**src/rtl/reg_file_pkg.sv**
```systemverilog
// reg_file_pkg: shared defaults, register typedefs and write-port priority helper for reg_file_sb.
package reg_file_pkg;
    localparam int DEF_WIDTH = 8;
    localparam int DEF_LENGTH = 4;
    localparam int DEF_ADDR_WIDTH = $clog2(DEF_LENGTH);
    localparam int MAX_WR_PORTS = 2;
    typedef logic [DEF_ADDR_WIDTH-1:0] regaddr_t;
    typedef logic [DEF_WIDTH-1:0] regdata_t;
    // Highest-index hitting port wins, matching the storage write order.
    function automatic int wr_pick(input logic [MAX_WR_PORTS-1:0] hit);
        wr_pick = 0;
        for (int p = 0; p < MAX_WR_PORTS; p++)
            if (hit[p]) wr_pick = p;
    endfunction
endpackage

```
**src/rtl/reg_scoreboard.sv**
```systemverilog
// reg_scoreboard: per-register busy bits with set-over-clear priority, rd_busy lookup and sticky sb_err.
module reg_scoreboard #(
    parameter int LENGTH = 4,
    parameter int RD_PORTS = 2,
    parameter int WR_PORTS = 2,
    parameter int ADDR_WIDTH = 2
) (
    input  logic                           clk,
    input  logic                           rst,
    input  logic [WR_PORTS-1:0]            wr_en,
    input  logic [WR_PORTS*ADDR_WIDTH-1:0] wr_addr,
    input  logic                           sb_set,
    input  logic [ADDR_WIDTH-1:0]          sb_addr,
    input  logic [RD_PORTS*ADDR_WIDTH-1:0] rd_addr,
    output logic [RD_PORTS-1:0]            rd_busy,
    output logic                           sb_err
);
    logic [LENGTH-1:0] busy_q, busy_d, clr, set;
    logic err_q, err_d;
    always_comb begin
        clr = '0;
        set = '0;
        for (int r = 0; r < LENGTH; r++) begin
            for (int p = 0; p < WR_PORTS; p++)
                if (wr_en[p] && wr_addr[p*ADDR_WIDTH +: ADDR_WIDTH] == ADDR_WIDTH'(r)) clr[r] = 1'b1;
            set[r] = sb_set && sb_addr == ADDR_WIDTH'(r);
        end
        busy_d = (busy_q & ~clr) | set;
        err_d = err_q | (|(set & busy_q & ~clr));
    end
    always_ff @(posedge clk) begin
        if (rst) begin
            busy_q <= '0;
            err_q <= 1'b0;
        end else begin
            busy_q <= busy_d;
            err_q <= err_d;
        end
    end
    // A write completing this cycle bypasses its data, so it must not stall the reader.
    for (genvar r = 0; r < RD_PORTS; r++) begin : g_busy
        logic [ADDR_WIDTH-1:0] ra;
        assign ra = rd_addr[r*ADDR_WIDTH +: ADDR_WIDTH];
        assign rd_busy[r] = busy_q[ra] & ~clr[ra];
    end
    assign sb_err = err_q;
endmodule

```
**src/rtl/reg_file_sb.sv**
```systemverilog
// reg_file_sb: R-read/W-write register file with same-cycle write bypass and busy scoreboard.
// Define REG_FILE_ZERO_REG_EN to hard-wire register 0 to zero (writes and sb_set to it ignored).
module reg_file_sb
    import reg_file_pkg::*;
#(
    parameter int WIDTH = DEF_WIDTH,
    parameter int LENGTH = DEF_LENGTH,
    parameter int RD_PORTS = 2,
    parameter int WR_PORTS = 2,
    localparam int ADDR_WIDTH = $clog2(LENGTH)
) (
    input  logic                           clk,
    input  logic                           rst,
    input  logic [RD_PORTS*ADDR_WIDTH-1:0] rd_addr,
    output logic [RD_PORTS*WIDTH-1:0]      rd_data,
    output logic [RD_PORTS-1:0]            rd_busy,
    input  logic [WR_PORTS-1:0]            wr_en,
    input  logic [WR_PORTS*ADDR_WIDTH-1:0] wr_addr,
    input  logic [WR_PORTS*WIDTH-1:0]      wr_data,
    input  logic                           sb_set,
    input  logic [ADDR_WIDTH-1:0]          sb_addr,
    output logic                           sb_err
);
    logic [WR_PORTS-1:0] we;
    logic sb_set_eff;
    logic [WIDTH-1:0] mem_q [LENGTH];
    logic [WIDTH-1:0] mem_d [LENGTH];
`ifdef REG_FILE_ZERO_REG_EN
    // Dropping writes to register 0 here also removes them from bypass and busy-clear.
    always_comb begin
        we = '0;
        for (int p = 0; p < WR_PORTS; p++)
            we[p] = wr_en[p] && wr_addr[p*ADDR_WIDTH +: ADDR_WIDTH] != '0;
    end
    assign sb_set_eff = sb_set && sb_addr != '0;
`else
    assign we = wr_en;
    assign sb_set_eff = sb_set;
`endif
    always_comb begin
        mem_d = mem_q;
        for (int p = 0; p < WR_PORTS; p++)
            if (we[p]) mem_d[wr_addr[p*ADDR_WIDTH +: ADDR_WIDTH]] = wr_data[p*WIDTH +: WIDTH];
    end
    always_ff @(posedge clk) begin
        if (rst) mem_q <= '{default: '0};
        else mem_q <= mem_d;
    end
    for (genvar r = 0; r < RD_PORTS; r++) begin : g_rd
        logic [ADDR_WIDTH-1:0] ra;
        logic [MAX_WR_PORTS-1:0] hit;
        assign ra = rd_addr[r*ADDR_WIDTH +: ADDR_WIDTH];
        always_comb begin
            hit = '0;
            for (int p = 0; p < WR_PORTS; p++)
                hit[p] = we[p] && wr_addr[p*ADDR_WIDTH +: ADDR_WIDTH] == ra;
        end
        assign rd_data[r*WIDTH +: WIDTH] = |hit ? wr_data[wr_pick(hit)*WIDTH +: WIDTH] : mem_q[ra];
    end
    reg_scoreboard #(
        .LENGTH(LENGTH),
        .RD_PORTS(RD_PORTS),
        .WR_PORTS(WR_PORTS),
        .ADDR_WIDTH(ADDR_WIDTH)
    ) u_sb (
        .clk(clk),
        .rst(rst),
        .wr_en(we),
        .wr_addr(wr_addr),
        .sb_set(sb_set_eff),
        .sb_addr(sb_addr),
        .rd_addr(rd_addr),
        .rd_busy(rd_busy),
        .sb_err(sb_err)
    );
endmodule

```
**config.mk**
```make
export PLATFORM = sky130hd
export DESIGN_NAME = reg_file_sb
export DESIGN_NICKNAME = d
export VERILOG_FILES = /design/src/rtl/reg_file_pkg.sv /design/src/rtl/reg_scoreboard.sv /design/src/rtl/reg_file_sb.sv
export SDC_FILE = /design/constraint.sdc
export NUM_CORES = 1
export LEC_CHECK = 0
export ABC_AREA = 1
export BUFFER_PORTS_ARGS = -buffer_cell sky130_fd_sc_hd__buf_2
export CORE_UTILIZATION = 40
export DETAILED_ROUTE_END_ITERATION = 10
export PLACE_DENSITY = 0.57
export SETUP_SLACK_MARGIN = 0.2
export SYNTH_ARGS = -nofsm -noshare
export SYNTH_HDL_FRONTEND = slang
export SYNTH_SLANG_ARGS = --single-unit
```
**constraint.sdc**
```tcl
create_clock -name clk -period 1.3 [get_ports clk]
set_input_delay 0.065 -clock clk [delete_from_list [all_inputs] [get_ports clk]]
set_output_delay 0.065 -clock clk [all_outputs]
set_load 0.1 [all_outputs]
```
==> metrics.md <==
| Metric | Value |
|---|---|
| Outcome | `finished, violations left` |
| Failing checks | `negative setup slack` |
| Die height | `87.98 um` |
| TritonCTS buffer count | `5` |
| Diode count | `0` |
| Total core area | `6982 um2` |
| Worst r2r path cells | `5` |
| Final Critical Period | `1.409 ns` |
| Crit. Startpoint | `mem_q[3]` |
| Area of the multi-input gates | `2396 um2` |
| Root Buffer | `clkbuf_8` |
| Synth Register Bits | `37` |
| Post-Syn Area | `2957 um2` |
| Top delay family on crit path | `flip-flops` |
| Slew headroom | `68.00%` |
| Total global-route track usage | `28.32%` |
| Share of cells above drive strength 1 | `40.97%` |
| Final worst slack | `-0.1086 ns` |
| Ys async rst share | `0%` |
| Actual slew at the worst max-slew pin | `0.4777 ns` |
| Largest net degree at the start of global routing | `30` |
| Detail-routed via count per cell | `5.390` |
| Clock buffer depth | `2` |
| Syn_nets | `534` |
| DRC viols | `0` |
| Storage element area | `802.0 um2` |
| Final Power | `4.621 mW` |
| RSZ-0062 raised after global routing | `yes` |
| First-pass GRT wire length | `16.68 mm` |
| Peak supply drop | `0.7262 mV` |
| Hold Fails Final Rpt | `0` |
| Routed vias | `3622` |
| Top cell type's share of synthesized area | `25.05%` |
| Initial antenna violation count | `0` |
| Max-cap violations | `0` |
| Power density cells | `998.8 nW/um2` |
| Cts-stage hold buffer count | `0` |
| Detailed Routing Iterations Pass 1 | `5` |
| Drt wl/cell | `15.49 um` |
| CTS tree | `done` |
| Area contributors post-synth | `dfxtp_1 25%, o21ai_0 16%, nand2_1 15%` |
| Top FF cell, synth | `dfxtp_1` |
| Yosys cell types | `25` |
| DP HPWL | `7.820 mm` |
| Yosys warnings | `0` |
| Fill cells | `662` |
| Hold Path Class | `in -> reg` |
| Post-Synthesis Cells | `503` |
| Setup violations, final | `17` |
| Buf/Inv on CP | `1` |
| Reg2Reg Setup Slack | `0.37 ns` |
| Crit. End Element | `primary output` |
| Pleak | `2.253 nW` |
| Clock Sinks | `37` |
| Routed Antenna Nets | `0` |
| Avg Synthesized Cell Area | `5.878 um2` |
| Remaining Overflow, GRT | `0` |
| # IOs | `50` |
| CP max-delay cell | `dfxtp_4` |
| Setup CP Type | `reg -> out` |
| EDFF count, synth | `0` |
| Clk_skew | `0.001528 ns` |
| Tcrit/Tclk final | `108.4%` |
| Die Wd | `87.98 um` |
| Max frequency | `709.9 MHz` |
| Sequential-to-total area share from yosys stat | `25.05%` |
| Area growth, synth to finish | `56.50%` |
| Post-place instance area | `4054 um2` |
| Iteration-0 DRC count of the detailed router | `219` |
| Setup TNS Final | `-1.297 ns` |
| Worst EP required | `1.24 ns` |
| Final nets | `606` |
| Crit path max fanout | `3` |
| Max Slew Vio Count | `0` |
| Cell area after layout | `4627 um2` |
| Worst path max stage delay | `0.37 ns` |
| Worst Setup EP | `rd_data[3]` |
| Critical path, cell by cell | `nor2_2 -> o22ai_2 -> nand3_2 -> nand2_8 -> buf_12` |
| WP depth | `5` |
| Type of origin of the critical path | `flop` |
| Critical Path AT | `1.34 ns` |
| I/O Buffers | `49` |
| Starting Density | `42.35%` |
| Clk slew on worst S/H paths | `0.08 ns` |
| Die ar. | `7740 um2` |
| Count leader, synth | `nand2_1` |
| Vias in the first global route | `3461` |
| Synth top cells by count | `118 x nand2_1, 95 x o21ai_0, 67 x inv_1` |
| Final Wtd Congestion | `0.8834` |
| Clk_lat worst skew | `0.29 ns` |
| Reg2reg end | `mem_q[8]` |
| Reg-to-Reg Start | `mem_q[8]` |
| Total Wirelength | `10.41 mm` |
| Largest area contributor in the netlist | `dfxtp_1` |
| Row cnt | `30` |
| H-tree depth | `2` |
stage by stage:
step                hold slack (ns)  setup slack [ns]  utilization [%]  cells
finish                      0.08529           -0.1086            66.27    672
global route                0.09632           -0.1516            66.27    672
CTS                         0.08390           -0.1555            62.90    668
detailed placement           0.4012           -0.1276            58.06    658
global placement             0.3950           -0.1259            58.06    658
floorplan                    0.2413            0.1464                -    503
timing repair:
| action | CTS | global route |
|---|---|---|
| cloned | 0 | 1 |
| buffers inserted | 2 | 3 |
| pin swaps | 41 | 57 |
| resized for setup | 74 | 74 |
| setup endpoints to repair | 19 | 25 |
final cells by class:
class | instances | share of cell area (%)
clock buffer | 7 | 1.866
clock inverter | 1 | 0.6490
inverter | 68 | 5.571
multi-input combinational | 374 | 51.78
sequential | 37 | 17.33
tap | 96 | 2.596
timing repair buffer | 89 | 20.20
flip-flops by register name, indices dropped and copies added (netlist names):
name	count
mem_q	32
u_sb.sb_err	1
u_sb.busy_q	4
worst reg2reg max path: cells and delay by family (launching register included):
kind	cells	cell delay, ns
buffers and inverters	2	0.18
flip-flops	1	0.36
AO/OA/AOI/OAI	2	0.23
AND/OR/NAND/NOR	1	0.06
per-layer routing:
layer | global-route usage, % | wire length (um) | vias to the layer above
met1 | 34.47 | 4359 | 1684
met5 | 0 | 0 | -
met3 | 3.393 | 401 | 31
met2 | 48.06 | 5233 | 111
met4 | 16.39 | 415 | 0
li1 | - | - | 1796
placed cells by master (no fill, tap or decap), drive strengths merged:
master,Yosys,final
nand2,122,123
o21ai,98,98
buf,20,88
inv,68,68
nor2,46,46
nand3,45,45
dfxtp,37,37
a21oi,31,31
o22ai,16,16
o21bai,9,9
clkbuf,5,8
xnor2,4,4
o211ai,2,2
bufinv,0,1
how the worst min path moves through the flow:
stage | start | end | slack [ns] | cells after the start
2_1_floorplan | sb_set | u_sb.busy_q[3] | 0.24 | 2
3_3_place_gp | sb_addr[1] | u_sb.busy_q[2] | 0.40 | 3
3_5_place_dp | sb_addr[1] | u_sb.busy_q[2] | 0.40 | 3
4_1_cts | sb_addr[1] | u_sb.busy_q[2] | 0.08 | 3
5_1_grt | sb_set | u_sb.busy_q[0] | 0.1 | 3
6_report | sb_set | u_sb.busy_q[3] | 0.09 | 3
kinds of logic (layout without fill, tap and decap cells):
group / after synthesis / after routing / share of synthesized area, %
xor+xnor: 4 / 4 / 2.455
simple gates: 213 / 214 / 30.47
compound gates: 156 / 156 / 28.61
flops: 37 / 37 / 25.05
buf+inv: 93 / 165 / 13.41
report_power, final:
part	internal [mW]	switching [mW]	total (mW)
sequential	1.21	0.0742	1.29
clock	0.626	0.427	1.05
combinational	0.840	1.44	2.28
(Power assumes the default switching activity.)
